### src/rtl/f_fetch_unit.sv
// F-stage fetch unit: owns the fetch PC, drives the instruction-memory request
// and holds the F/D pipeline register, with a one-word buffer for stalled fetches.
module f_fetch_unit #(
    parameter logic [31:0] RESET_PC = 32'h0000_3000
) (
    input  logic        clk,
    input  logic        reset,
    input  logic [31:0] npc,
    input  logic        stall,
    input  logic        im_ack,
    input  logic [31:0] im_rdata,
    output logic        im_req,
    output logic [31:0] im_addr,
    output logic [31:0] F_pc,
    output logic [31:0] D_pc,
    output logic [31:0] D_instr,
    output logic        D_valid,
    output logic        D_adel
);

    typedef enum logic {
        S_FETCH,
        S_HOLD
    } state_e;

    state_e      state_q, state_d;
    logic [31:0] fpc_q, fpc_d;
    logic [31:0] dpc_q, dpc_d;
    logic [31:0] dinstr_q, dinstr_d;
    logic        dvalid_q, dvalid_d;
    logic        dadel_q, dadel_d;
    logic [31:0] hword_q, hword_d;
    logic        hadel_q, hadel_d;

    logic        aligned;
    logic        done;
    logic [31:0] word;

    assign aligned = (fpc_q[1:0] == 2'b00);
    // Request depends only on registered state, never on npc.
    assign im_req  = !reset && (state_q == S_FETCH) && aligned;
    assign im_addr = {fpc_q[31:2], 2'b00};
    assign done    = aligned ? (im_req && im_ack) : 1'b1;
    assign word    = aligned ? im_rdata : 32'h0;

    assign F_pc    = fpc_q;
    assign D_pc    = dpc_q;
    assign D_instr = dinstr_q;
    assign D_valid = dvalid_q;
    assign D_adel  = dadel_q;

    always_comb begin
        state_d  = state_q;
        fpc_d    = fpc_q;
        dpc_d    = dpc_q;
        dinstr_d = dinstr_q;
        dvalid_d = dvalid_q;
        dadel_d  = dadel_q;
        hword_d  = hword_q;
        hadel_d  = hadel_q;
        unique case (state_q)
            S_FETCH: begin
                if (done && !stall) begin
                    dpc_d    = fpc_q;
                    dinstr_d = word;
                    dvalid_d = 1'b1;
                    dadel_d  = !aligned;
                    fpc_d    = npc;
                end else if (done) begin
                    hword_d  = word;
                    hadel_d  = !aligned;
                    state_d  = S_HOLD;
                end else if (!stall) begin
                    dinstr_d = 32'h0;
                    dvalid_d = 1'b0;
                    dadel_d  = 1'b0;
                end
            end
            S_HOLD: begin
                if (!stall) begin
                    dpc_d    = fpc_q;
                    dinstr_d = hword_q;
                    dvalid_d = 1'b1;
                    dadel_d  = hadel_q;
                    fpc_d    = npc;
                    state_d  = S_FETCH;
                end
            end
            default: state_d = S_FETCH;
        endcase
    end

    always_ff @(posedge clk) begin
        if (reset) begin
            state_q  <= S_FETCH;
            fpc_q    <= RESET_PC;
            dpc_q    <= RESET_PC;
            dinstr_q <= 32'h0;
            dvalid_q <= 1'b0;
            dadel_q  <= 1'b0;
            hword_q  <= 32'h0;
            hadel_q  <= 1'b0;
        end else begin
            state_q  <= state_d;
            fpc_q    <= fpc_d;
            dpc_q    <= dpc_d;
            dinstr_q <= dinstr_d;
            dvalid_q <= dvalid_d;
            dadel_q  <= dadel_d;
            hword_q  <= hword_d;
            hadel_q  <= hadel_d;
        end
    end

endmodule

### config.mk
export PLATFORM = sky130hd
export DESIGN_NAME = f_fetch_unit
export DESIGN_NICKNAME = d
export VERILOG_FILES = /design/src/rtl/f_fetch_unit.sv
export SDC_FILE = /design/constraint.sdc
export NUM_CORES = 1
export LEC_CHECK = 0
export CORE_ASPECT_RATIO = 0.8
export CORE_UTILIZATION = 35
export CTS_BUF_LIST = sky130_fd_sc_hd__clkbuf_8
export DETAILED_ROUTE_END_ITERATION = 10
export HOLD_SLACK_MARGIN = 0.1
export MAX_ROUTING_LAYER = met4
export PLACE_DENSITY = 0.69
export SLEW_MARGIN = 5
export SYNTH_ARGS = -nofsm -noshare
export SYNTH_HDL_FRONTEND = slang
export SYNTH_SLANG_ARGS = --single-unit
### constraint.sdc
create_clock -name clk -period 1.95 [get_ports clk]
set_input_delay 0.39 -clock clk [delete_from_list [all_inputs] [get_ports clk]]
set_output_delay 0.39 -clock clk [all_outputs]
set_load 0.005 [all_outputs]
==> flow_metrics.env <==
export IMPL_die_w_um=145.1
export IMPL_diodes=0
export IMPL_max_clock_freq_mhz=533.1
export IMPL_clkLatencyLatePin_ps=440
export IMPL_cts_root_buf="clkbuf_8"
export IMPL_r2r_cells=4
export IMPL_yosys_top_cells_area="dfxtp_1 46%, mux2i_1 11%, nand2b_1 10%, o21ai_0 5.1%, a221oi_1 4.9%"
export IMPL_crit_fanout=7
export IMPL_relSlewSlack_pct=45.85
export IMPL_fin_cells=999
export IMPL_avgRoutedWirePerCell_um=15.51
export IMPL_tns_ps=0
export IMPL_yosys_most_used_dff="dfxtp_1"
export IMPL_io_buffers=196
export IMPL_min_delay_path_class="input port to register"
export IMPL_dpl_cell_count=966
export IMPL_dp_hpwl_mm=10.32
export IMPL_vias=4859
export IMPL_grt_usage_pct=18.94
export IMPL_cp_slowest_cell="clkdlybuf4s50_1"
export IMPL_vdd_drop_max_uv=408.0
export IMPL_ios=199
export IMPL_power_leakage_nw=3.136
export IMPL_synth_seq_cells=132
export IMPL_initial_core_util_pct=36.07
export IMPL_fin_area_mm2=0.008133
export IMPL_yosysTopAreaCell="dfxtp_1"
export IMPL_start_kind="register"
export IMPL_drtAntennaViolNets=0
export IMPL_cts_clk_slew_worst_paths_ps=80
export IMPL_hold_buffers=0
export IMPL_postCtsSetupRepairBufs=0
export IMPL_drive_gt1_share_pct=8.036
export IMPL_crit_family="buffers and inverters"
export IMPL_nNetsFinal=839
export IMPL_netlist_area_mm2=0.005736
export IMPL_worst_r2r_startpoint="state_q"
export IMPL_maxCapViolCount=0
export IMPL_fin_ws_ps=74.35
export IMPL_overflow=0
export IMPL_crit_buf_inv=1
export IMPL_cts_buffer_depth=2
export IMPL_holdWs_ps=391.2
export IMPL_cellPowerDensity_mw_per_mm2=826.4
export IMPL_path_class="register to output pin"
export IMPL_avgSynthCellArea_um2=9.221
export IMPL_grt_max_degree=72
export IMPL_drt_first_pass_iters=5
export IMPL_clock_skew_ps=9.307
export IMPL_die_height_um=116.5
export IMPL_whs_endpoint="D_pc[1]"
export IMPL_vias_per_cell=4.864
export IMPL_cts_tree="done"
export IMPL_timing_final_crit_period_ps=1876
export IMPL_seq_area_frac_synth_pct=46.07
export IMPL_worst_slew_pin_slew_ps=809.6
export IMPL_area_growth_pct=41.80
export IMPL_postSynthCellCount=622
export IMPL_first_global_vias=4756
export IMPL_synth_edf_count=0
export IMPL_core_area_mm2=0.01590
export IMPL_max_stage_delay_ps=580
export IMPL_ys_top_cells_by_count="132 x dfxtp_1, 92 x nand2b_1, 65 x mux2i_1"
export IMPL_finalMaxSlewViolations=0
export IMPL_pre_cts_slack_ps=-125.5
export IMPL_min_delay_path_depth=3
export IMPL_numCtsBuffers=17
export IMPL_reg2reg_to="hword_q[8]"
export IMPL_rsz0062_at_grt="no"
export IMPL_yosysMostFrequentCell="dfxtp_1"
export IMPL_drc=0
export IMPL_cp_cell_sequence="clkdlybuf4s50_1"
export IMPL_wirelength_mm=15.49
export IMPL_endpoint_kind="output pin"
export IMPL_rows=41
export IMPL_async_reset_ff_share_pct=0
export IMPL_finalCritPeriodShare_pct=96.19
export IMPL_cts_htree_levels=4
export IMPL_synth_top_area_share_pct=46.07
export IMPL_finalSetupViolations=0
export IMPL_clock_sinks=132
export IMPL_critPathRequiredTime_ps=1560
export IMPL_place_congestion=0.7795
export IMPL_hold_start="stall"
export IMPL_r2r_setup_slack_ps=200
export IMPL_place_area_mm2=0.007641
export IMPL_arrival_ps=1490
export IMPL_grt_pass1_wl_mm=24.34
export IMPL_cp_depth=1
export IMPL_antenna_found_initial=0
export IMPL_yosys_warnings=0
export IMPL_die_area_mm2=0.01691
export IMPL_drt_iter0_drc=209
export IMPL_status="finished clean"
export IMPL_ys_types=28
export IMPL_hold_viol_final=0
## cells by family (layout without fill, tap and decap cells)
| group | count (synthesis) | count (layout) | synth area share [%] |
|---|---|---|---|
| simple gates | 235 | 236 | 22.12 |
| buf+inv | 89 | 249 | 9.359 |
| other cells | 1 | 2 | 0.06538 |
| mux | 65 | 65 | 11.34 |
| compound gates | 100 | 100 | 11.04 |
| flops | 132 | 132 | 46.07 |
## worst min-delay path: stages
cell and delay, ps:
buf_2 170, o21ai_1 150, a21oi_1 60
## per-layer routing
| layer | vias to the layer above | GRT usage (%) | wire length, um |
|---|---|---|---|
| met5 | - | - | 0 |
| met4 | 0 | 5.825 | 153 |
| met3 | 11 | 5.859 | 899 |
| met2 | 147 | 30.10 | 7208 |
| met1 | 2325 | 23.13 | 7232 |
| li1 | 2376 | - | - |
## stage by stage
stage,power [mW],utilization (%)
after global routing,7.038,51.14
after floorplan,3.561,-
after global placement,4.080,48.05
after CTS,6.810,50.96
after detailed placement,4.111,48.05
final,6.721,51.14
## how the worst max path moves through the flow
stage	slack (ps)	startpoint	end
after floorplan	410	reset	im_req
after global placement	-50	im_ack	D_pc[29]
after detailed placement	-130	im_ack	D_pc[28]
after CTS	-40	F_pc[0]	D_instr[29]
after global routing	4	F_pc[1]	F_pc[1]
final	70	F_pc[1]	F_pc[1]
## final cells by class
cell class / instances / area [um2]
clock buffers: 17 / 234.0
multi-input cells: 403 / 2604
fillers: 1451 / 7770
repair buffers: 214 / 2138
inverters: 3 / 11.26
flip-flops and latches: 132 / 2648
well taps: 215 / 269.0
clock inverters: 15 / 229.0
## power breakdown
group	internal, mW	total [mW]	switching, mW	leakage (nW)
logic	0.625	1.10	0.474	1.84
clock network	1.53	2.67	1.13	0.219
registers	2.85	2.96	0.106	1.08
## sequential cells by signal (all words and copies together) (netlist names)
name	count
D_adel	1
D_instr	32
D_pc	32
D_valid	1
F_pc	32
hadel_q	1
hword_q	32
state_q	1
## what timing repair did
action                                  in CTS  in global routing
pin swaps                                    0                  1
gates resized for setup                      2                  5
gates cloned                                 0                  1
endpoints found under the setup margin      12                 58
## placed cells by master, fill, tap and decap left out, types with 3 or more instances in the layout
cell	synthesis	routed
clkinv_4	0	3
o21ai_0	59	59
nand2_1	35	35
mux2i_1	65	65
a21oi_1	4	4
bufinv_16	0	5
dfxtp_1	132	130
nor2_1	39	39
buf_12	0	4
clkdlybuf4s50_1	0	193
buf_4	36	15
nor3_1	33	33
clkbuf_8	0	17
nor2b_1	28	28
nand2b_1	92	92
a221oi_1	32	32
nor3_4	0	3
clkinvlp_4	0	4
Note: power is estimated with default switching activity, not from simulation.
